[src/rtl/uart_pkg.sv]
// Shared definitions for the UART transmitter and receiver:
// frame state encoding, frame geometry and line levels.
package uart_pkg;

    typedef enum logic [2:0] {
        IDLE,
        START,
        DATA,
        STOP,
        WAIT_HIGH
    } uart_state_t;

    localparam int         UART_DATA_BITS = 8;
    localparam logic [7:0] UART_MIN_RATIO = 8'd4;

    localparam logic LINE_IDLE  = 1'b1;
    localparam logic LINE_START = 1'b0;
    localparam logic LINE_STOP  = 1'b1;

    // Below 4 clocks per bit the half-bit start qualification collapses to nothing.
    function automatic logic [7:0] clamp_ratio(input logic [7:0] ratio);
        return (ratio < UART_MIN_RATIO) ? UART_MIN_RATIO : ratio;
    endfunction

endpackage

[src/rtl/uart_rx_sync.sv]
// Multi-flop synchroniser for an asynchronous input with a falling-edge flag.
// Flops reset to the idle line level so reset release never fakes an edge.
module uart_rx_sync
    import uart_pkg::*;
#(
    parameter int STAGES = 2
) (
    input  logic clk,
    input  logic rst,
    input  logic async_in,
    output logic sync_out,
    output logic fall
);

    localparam int DEPTH = (STAGES < 2) ? 2 : STAGES;

    logic [DEPTH-1:0] stages;
    logic             prev;

    always_ff @(posedge clk) begin
        if (rst) begin
            stages <= {DEPTH{LINE_IDLE}};
            prev   <= LINE_IDLE;
        end else begin
            stages <= {stages[DEPTH-2:0], async_in};
            prev   <= stages[DEPTH-1];
        end
    end

    assign sync_out = stages[DEPTH-1];
    assign fall     = prev & ~stages[DEPTH-1];

endmodule

[src/rtl/uart_rx.sv]
// UART receiver: 8N1 frames, mid-bit sampling at a ratio captured per frame,
// one-cycle strobes for a good byte or a framing error.
module uart_rx
    import uart_pkg::*;
#(
    parameter int SYNC_STAGES = 2,
    parameter int DATA_BITS   = UART_DATA_BITS
) (
    input  logic                 clk,
    input  logic                 rst,
    input  logic                 rx,
    input  logic [7:0]           clk_ratio,
    output logic                 rx_active,
    output logic [DATA_BITS-1:0] data,
    output logic                 data_valid,
    output logic                 frame_err
);

    localparam int             IDX_W    = (DATA_BITS > 1) ? $clog2(DATA_BITS) : 1;
    localparam logic [IDX_W-1:0] LAST_IDX = IDX_W'(DATA_BITS - 1);

    logic rx_s;
    logic rx_fall;

    uart_state_t          state, state_d;
    logic [7:0]           cnt, cnt_d;
    logic [7:0]           ratio_q, ratio_d;
    logic [7:0]           half_q, half_d;
    logic [IDX_W-1:0]     bit_idx, bit_idx_d;
    logic [DATA_BITS-1:0] shift_q, shift_d;
    logic [DATA_BITS-1:0] data_d;
    logic                 data_valid_d;
    logic                 frame_err_d;
    logic [7:0]           target;
    logic                 tick;

    uart_rx_sync #(
        .STAGES   (SYNC_STAGES)
    ) u_sync (
        .clk      (clk),
        .rst      (rst),
        .async_in (rx),
        .sync_out (rx_s),
        .fall     (rx_fall)
    );

    always_ff @(posedge clk) begin
        if (rst) begin
            state      <= IDLE;
            cnt        <= '0;
            ratio_q    <= UART_MIN_RATIO;
            half_q     <= '0;
            bit_idx    <= '0;
            shift_q    <= '0;
            data       <= '0;
            data_valid <= 1'b0;
            frame_err  <= 1'b0;
        end else begin
            state      <= state_d;
            cnt        <= cnt_d;
            ratio_q    <= ratio_d;
            half_q     <= half_d;
            bit_idx    <= bit_idx_d;
            shift_q    <= shift_d;
            data       <= data_d;
            data_valid <= data_valid_d;
            frame_err  <= frame_err_d;
        end
    end

    // The start bit is qualified after half a bit; every later sample is a full bit on.
    always_comb begin
        state_d      = state;
        cnt_d        = cnt + 8'd1;
        ratio_d      = ratio_q;
        half_d       = half_q;
        bit_idx_d    = bit_idx;
        shift_d      = shift_q;
        data_d       = data;
        data_valid_d = 1'b0;
        frame_err_d  = 1'b0;
        target       = (state == START) ? half_q : ratio_q;
        tick         = (cnt == (target - 8'd1));

        case (state)
            IDLE: begin
                cnt_d = '0;
                if (rx_fall) begin
                    ratio_d = clamp_ratio(clk_ratio);
                    half_d  = clamp_ratio(clk_ratio) >> 1;
                    state_d = START;
                end
            end
            START: begin
                if (tick) begin
                    cnt_d = '0;
                    if (rx_s == LINE_START) begin
                        bit_idx_d = '0;
                        state_d   = DATA;
                    end else begin
                        state_d = IDLE;
                    end
                end
            end
            DATA: begin
                if (tick) begin
                    cnt_d            = '0;
                    shift_d[bit_idx] = rx_s;
                    if (bit_idx == LAST_IDX) begin
                        state_d = STOP;
                    end else begin
                        bit_idx_d = bit_idx + IDX_W'(1);
                    end
                end
            end
            STOP: begin
                if (tick) begin
                    cnt_d = '0;
                    if (rx_s == LINE_STOP) begin
                        data_d       = shift_q;
                        data_valid_d = 1'b1;
                        state_d      = IDLE;
                    end else begin
                        frame_err_d = 1'b1;
                        state_d     = WAIT_HIGH;
                    end
                end
            end
            // A held-low line (break) must release before a new start can be seen.
            WAIT_HIGH: begin
                cnt_d = '0;
                if (rx_s == LINE_IDLE) begin
                    state_d = IDLE;
                end
            end
            default: begin
                cnt_d   = '0;
                state_d = IDLE;
            end
        endcase
    end

    assign rx_active = (state != IDLE);

endmodule

[config.mk]
export PLATFORM = sky130hd
export DESIGN_NAME = uart_rx
export DESIGN_NICKNAME = d
export VERILOG_FILES = /design/src/rtl/uart_pkg.sv /design/src/rtl/uart_rx_sync.sv /design/src/rtl/uart_rx.sv
export SDC_FILE = /design/constraint.sdc
export NUM_CORES = 1
export LEC_CHECK = 0
export CAP_MARGIN = 20
export CORE_MARGIN = 2
export CORE_UTILIZATION = 30
export CTS_BUF_LIST = sky130_fd_sc_hd__clkbuf_2 sky130_fd_sc_hd__clkbuf_4 sky130_fd_sc_hd__clkbuf_8
export DETAILED_ROUTE_END_ITERATION = 10
export PLACE_DENSITY_LB_ADDON = 0.1
export SLEW_MARGIN = 20
export SYNTH_ARGS = -nofsm -noshare
export SYNTH_HDL_FRONTEND = slang
export SYNTH_HIERARCHICAL = 1
export SYNTH_SLANG_ARGS = --single-unit
[constraint.sdc]
create_clock -name clk -period 10 [get_ports clk]
set_clock_uncertainty 0.15 [all_clocks]
set_input_delay 2.5 -clock clk [delete_from_list [all_inputs] [get_ports clk]]
set_output_delay 2.5 -clock clk [all_outputs]
set_load 0.01 [all_outputs]
-- Yosys cells after proc, flatten, opt, wreduce, memory -nomap -nowiden
Cells that the tools add are included.
- reduce and logical (&&, ||, !) cells: 12
- multiplexer cells: 21
- bitwise logic cells: 5
- $add $sub $neg: 3
- equality and inequality tests: 14
- magnitude comparators: 3
- operator list (kind ; count):
    $mux W3 ; 11
    $mux W8 ; 2
    $pmux W3 S5 ; 1
    $ne A2 B2 Y1 const B ; 7
    $reduce_or A3 Y1 ; 3
    $add A8 B1 Y8 const B ; 1
    $bwmux W8 ; 1
    $eq A8 B8 Y1 ; 1
    $lt A8 B3 Y1 const B ; 1
    $sub A8 B1 Y8 const B ; 1
    $eq A3 B2 Y1 const B ; 2
    $eq A3 B3 Y1 const B ; 2
    $pmux W3 S2 ; 1
    $reduce_and A6 Y1 ; 1
    $reduce_and A5 Y1 ; 1
    $lt A3 B4 Y1 const B ; 1
    $not A1 Y1 ; 4
    $reduce_and A2 Y1 ; 2
    $add A3 B1 Y3 const B ; 1
    $demux W1 S3 ; 1
    $eq A3 B1 Y1 const B ; 1
    $ge A3 B1 Y1 const B ; 1
    $logic_not A3 Y1 ; 1
    $mux W1 ; 3
    7 further kinds ; 7
- output and inout port bits: 11
- input bits: 11
- bits in registers: 50
- word-level logic and storage cells: 69

-- Longest topological paths before layout
- depth after elaboration: 6
- depth in mapped cells: 14
- depth with buffers taken out: 10

-- By module
The synthesis kept the hierarchy.
- by module, submodules not included (module ; cells an instance ; sequential area each (µm²) ; area each (µm²) ; instances):
    uart_rx ; 297 ; 820.8 ; 2428.6 ; 1
    uart_rx_sync ; 7 ; 60.1 ; 85.1 ; 1

-- Least setup slack after synthesis
Ideal clock, no wire load.
- kind: register -> output
- start point: reg state[0]
- end point: out rx_active
- setup slack: 6.495 ns
- required time: 7.350 ns
- buffers on the path: 1
- data arrival time: 0.855 ns
- stages on the path, launching flop included: 3
- cells stage by stage: dfxtp_1 buf_2 or3_1
- word-level cells in the longest chain between the ends: 1
- ends and longest elaborated chain (element ; RTL line ; source):
    from (decl) ; uart_rx.sv:25 ; uart_state_t state, state_d;
    from (signal assigned) ; uart_rx.sv:59 ; state <= state_d;
    $reduce_bool A3 Y1 ; uart_rx.sv:143 ; assign rx_active = (state != IDLE);
    to (decl) ; uart_rx.sv:13 ; output logic rx_active,
No other way between the ends.

-- Final worst setup path
Same ends and word-level chain as after synthesis.

==> impl_metrics.env <==
export IMPL_outcome="finished, final reports clean"
export IMPL_tightest_slew_ns=0.675
export IMPL_drive_gt1_share_pct=7.12
export IMPL_synth_top_area_share_pct=35.0
export IMPL_fin_nets=324
export IMPL_avgSynthCellArea_um2=8.27
export IMPL_synthArstFlopShare_pct=0
export IMPL_final_util_pct=34.7
export IMPL_cts_setup_buffers=0
export IMPL_max_slew_margin_pct=55.0
export IMPL_ys_flop_type="dfxtp_1"
export IMPL_overflow=0
export IMPL_rows=33
export IMPL_die_area_um2=9130
export IMPL_leakage_nw=0.961
export IMPL_clock_path_buffers=2
export IMPL_synthCells=304
export IMPL_holdWs_ns=0.272
export IMPL_core_um2=8180
export IMPL_clk_latency_ns=0.30
export IMPL_cts_root_buf="clkbuf_8"
export IMPL_multiInputGateArea_um2=1510
export IMPL_grt_max_degree=38
export IMPL_grt_usage_pct=13.8
export IMPL_synthDistinctLibCells=55
export IMPL_clock_sinks=44
export IMPL_grt_setup_unrepaired="no"
export IMPL_drtAntennaViolNets=0
export IMPL_hold_viol=0
export IMPL_finalWirelength_um=5920
export IMPL_mappedNetlistArea_um2=2510
export IMPL_cts_resized=0
export IMPL_hold_buffers=0
export IMPL_setup_viol=0
export IMPL_max_stage_delay_ns=0.51
export IMPL_dr_pass1_iters=4
export IMPL_ctsHtreeMaxLevel=2
export IMPL_crit_buf_inv=1
export IMPL_power_density_nw_per_um2=117
export IMPL_via_per_inst=5.09
export IMPL_syn_nets=319
export IMPL_drc=0
export IMPL_n_fill_cell=898
export IMPL_ir_drop_mv=0.0519
export IMPL_cp_end_kind="output port"
export IMPL_antenna_found_initial=0
export IMPL_cts_buffers=5
export IMPL_pre_cts_slack_ns=5.74
export IMPL_critPathMaxFanout=12
export IMPL_grt_first_pass_wirelength_um=9900
export IMPL_cpLargestDelayFamily="buffers and inverters"
export IMPL_synthTopCellsByArea="dfxtp_1 (35%), nand3_1 (5.4%), mux2i_1 (5.2%)"
export IMPL_clk_transition_reported_paths_ns=0.08
export IMPL_fin_crit_sh_pct=43.4
export IMPL_dr_first_iter_drc_count=59
export IMPL_fmax_ghz=0.231
export IMPL_finalSetupTns_ns=0
export IMPL_period_needed_ns=4.34
export IMPL_die_h_um=95.5
export IMPL_maxSlewViolCount=0
export IMPL_yosysSeqAreaShare_pct=35.0
export IMPL_grt_pass1_vias=2011
export IMPL_ios=22
export IMPL_cts_tree="built"
export IMPL_dp_hpwl_um=4160
export IMPL_port_buffers=21
export IMPL_regArea_um2=881
export IMPL_required_ns=7.35
export IMPL_area_delta_synth_final_pct=13.0
export IMPL_path_cells="or3_1, clkdlybuf4s50_1"
export IMPL_critPathSlowestCell="clkdlybuf4s50_1"
export IMPL_ys_seq_elements=44
export IMPL_wl_per_cell_um=14.3
export IMPL_cp_start_kind="flop"
export IMPL_max_cap_viol_count=0
export IMPL_die_w_um=95.5
export IMPL_gp_congestion=0.741
export IMPL_yosysWarnings=6
export IMPL_criticalPathCategory="reg -> out"
export IMPL_vias=2106
export IMPL_total_power_uw=333
export IMPL_start_util_pct=30.7
export IMPL_diodes=0
export IMPL_holdCritPathClass="reg -> reg"
export IMPL_layout_setup_ws_ns=5.66
export IMPL_arrival_ns=1.69
export IMPL_yosys_area_top_type="dfxtp_1"
export IMPL_synth_edf_count=0
layout make-up:
cell class / count / area share (%)
tap: 105 / 4.63
sequential: 44 / 31.0
inverter: 5 / 0.661
multi-input combinational: 231 / 53.2
clock inverter: 2 / 0.441
timing repair buffer: 22 / 7.67
clock buffer: 5 / 2.42
placed cells by master (no fill, tap or decap), types with 4 or more instances in the layout:
master,instances
dfxtp_1,44
nand3_1,27
nor2_1,26
a21oi_1,23
clkdlybuf4s50_1,21
nand2_1,19
mux2i_1,13
nand2b_1,12
o21ai_0,11
nor2b_1,7
nor3_1,7
xnor2_1,7
xor2_1,7
nor4_1,5
inv_1,5
nor3b_1,5
clkbuf_8,5
or3_1,4
or2_2,4
nand4_1,4
ha_1,4
cells by family after synthesis:
| group | synth area share, % |
|---|---|
| XOR/XNOR | 5.53 |
| AO/OA/AOI/OAI | 14.9 |
| flip-flops | 35.0 |
| multiplexers | 5.62 |
| AND/OR/NAND/NOR | 32.0 |
| adder cells (fa/ha/maj) | 1.99 |
| buffers and inverters | 4.88 |
cells in the mapped netlist (4+ instances only):
cell / count
nor2_1: 26
buf_1: 6
a21oi_1: 23
ha_1: 4
dfxtp_1: 44
mux2i_1: 13
clkbuf_1: 9
xor2_1: 7
inv_1: 5
buf_2: 8
nand2b_1: 12
o21ai_0: 11
nand4_1: 4
nand3_1: 27
nand2_1: 19
xnor2_1: 7
or3_1: 4
nor3_1: 7
or2_2: 4
nor2b_1: 7
nor3b_1: 5
nor4_1: 5
per-stage QoR:
stage          instance area [um^2]  instances
3_3_place_gp                   2760        407
6_report                       2840        414
5_1_grt                        2840        414
4_1_cts                        2840        414
2_1_floorplan                  2510        304
3_5_place_dp                   2760        407
flip-flops by register name, summed over array words and instances, names as in the netlist:
register,cells
bit_idx,3
cnt,8
data,8
data_valid,1
frame_err,1
half_q,1
ratio_q,8
shift_q,8
state,3
u_sync/prev,1
u_sync/stages,2
where the power goes:
part / switching [mW] / internal, mW
Combinational: 0.0227 / 0.0176
Clock: 0.0631 / 0.0474
Sequential: 0.00469 / 0.177
Total: 0.0906 / 0.242
final timing paths:
path | slack [ns] | cells after the start | to | start
worst max register to register | 5.95 | 10 | bit_idx[0] | state[0]
worst max-delay path | 5.66 | 2 | rx_active | state[0]
worst min register to register | 0.27 | 1 | u_sync/stages[1] | u_sync/stages[0]
worst min-delay path | 0.27 | 1 | u_sync/stages[1] | u_sync/stages[0]
routing by layer:
metal  GRT usage, %  up-vias  part of all wire [%]
li1               -     1089                     -
met1           17.6      988                    48
met2           23.5       23                    48
met3           3.08        6                   2.8
met4           3.93        0                   1.2
met5              0        -                     0
Note: power is estimated with default switching activity, not from simulation.
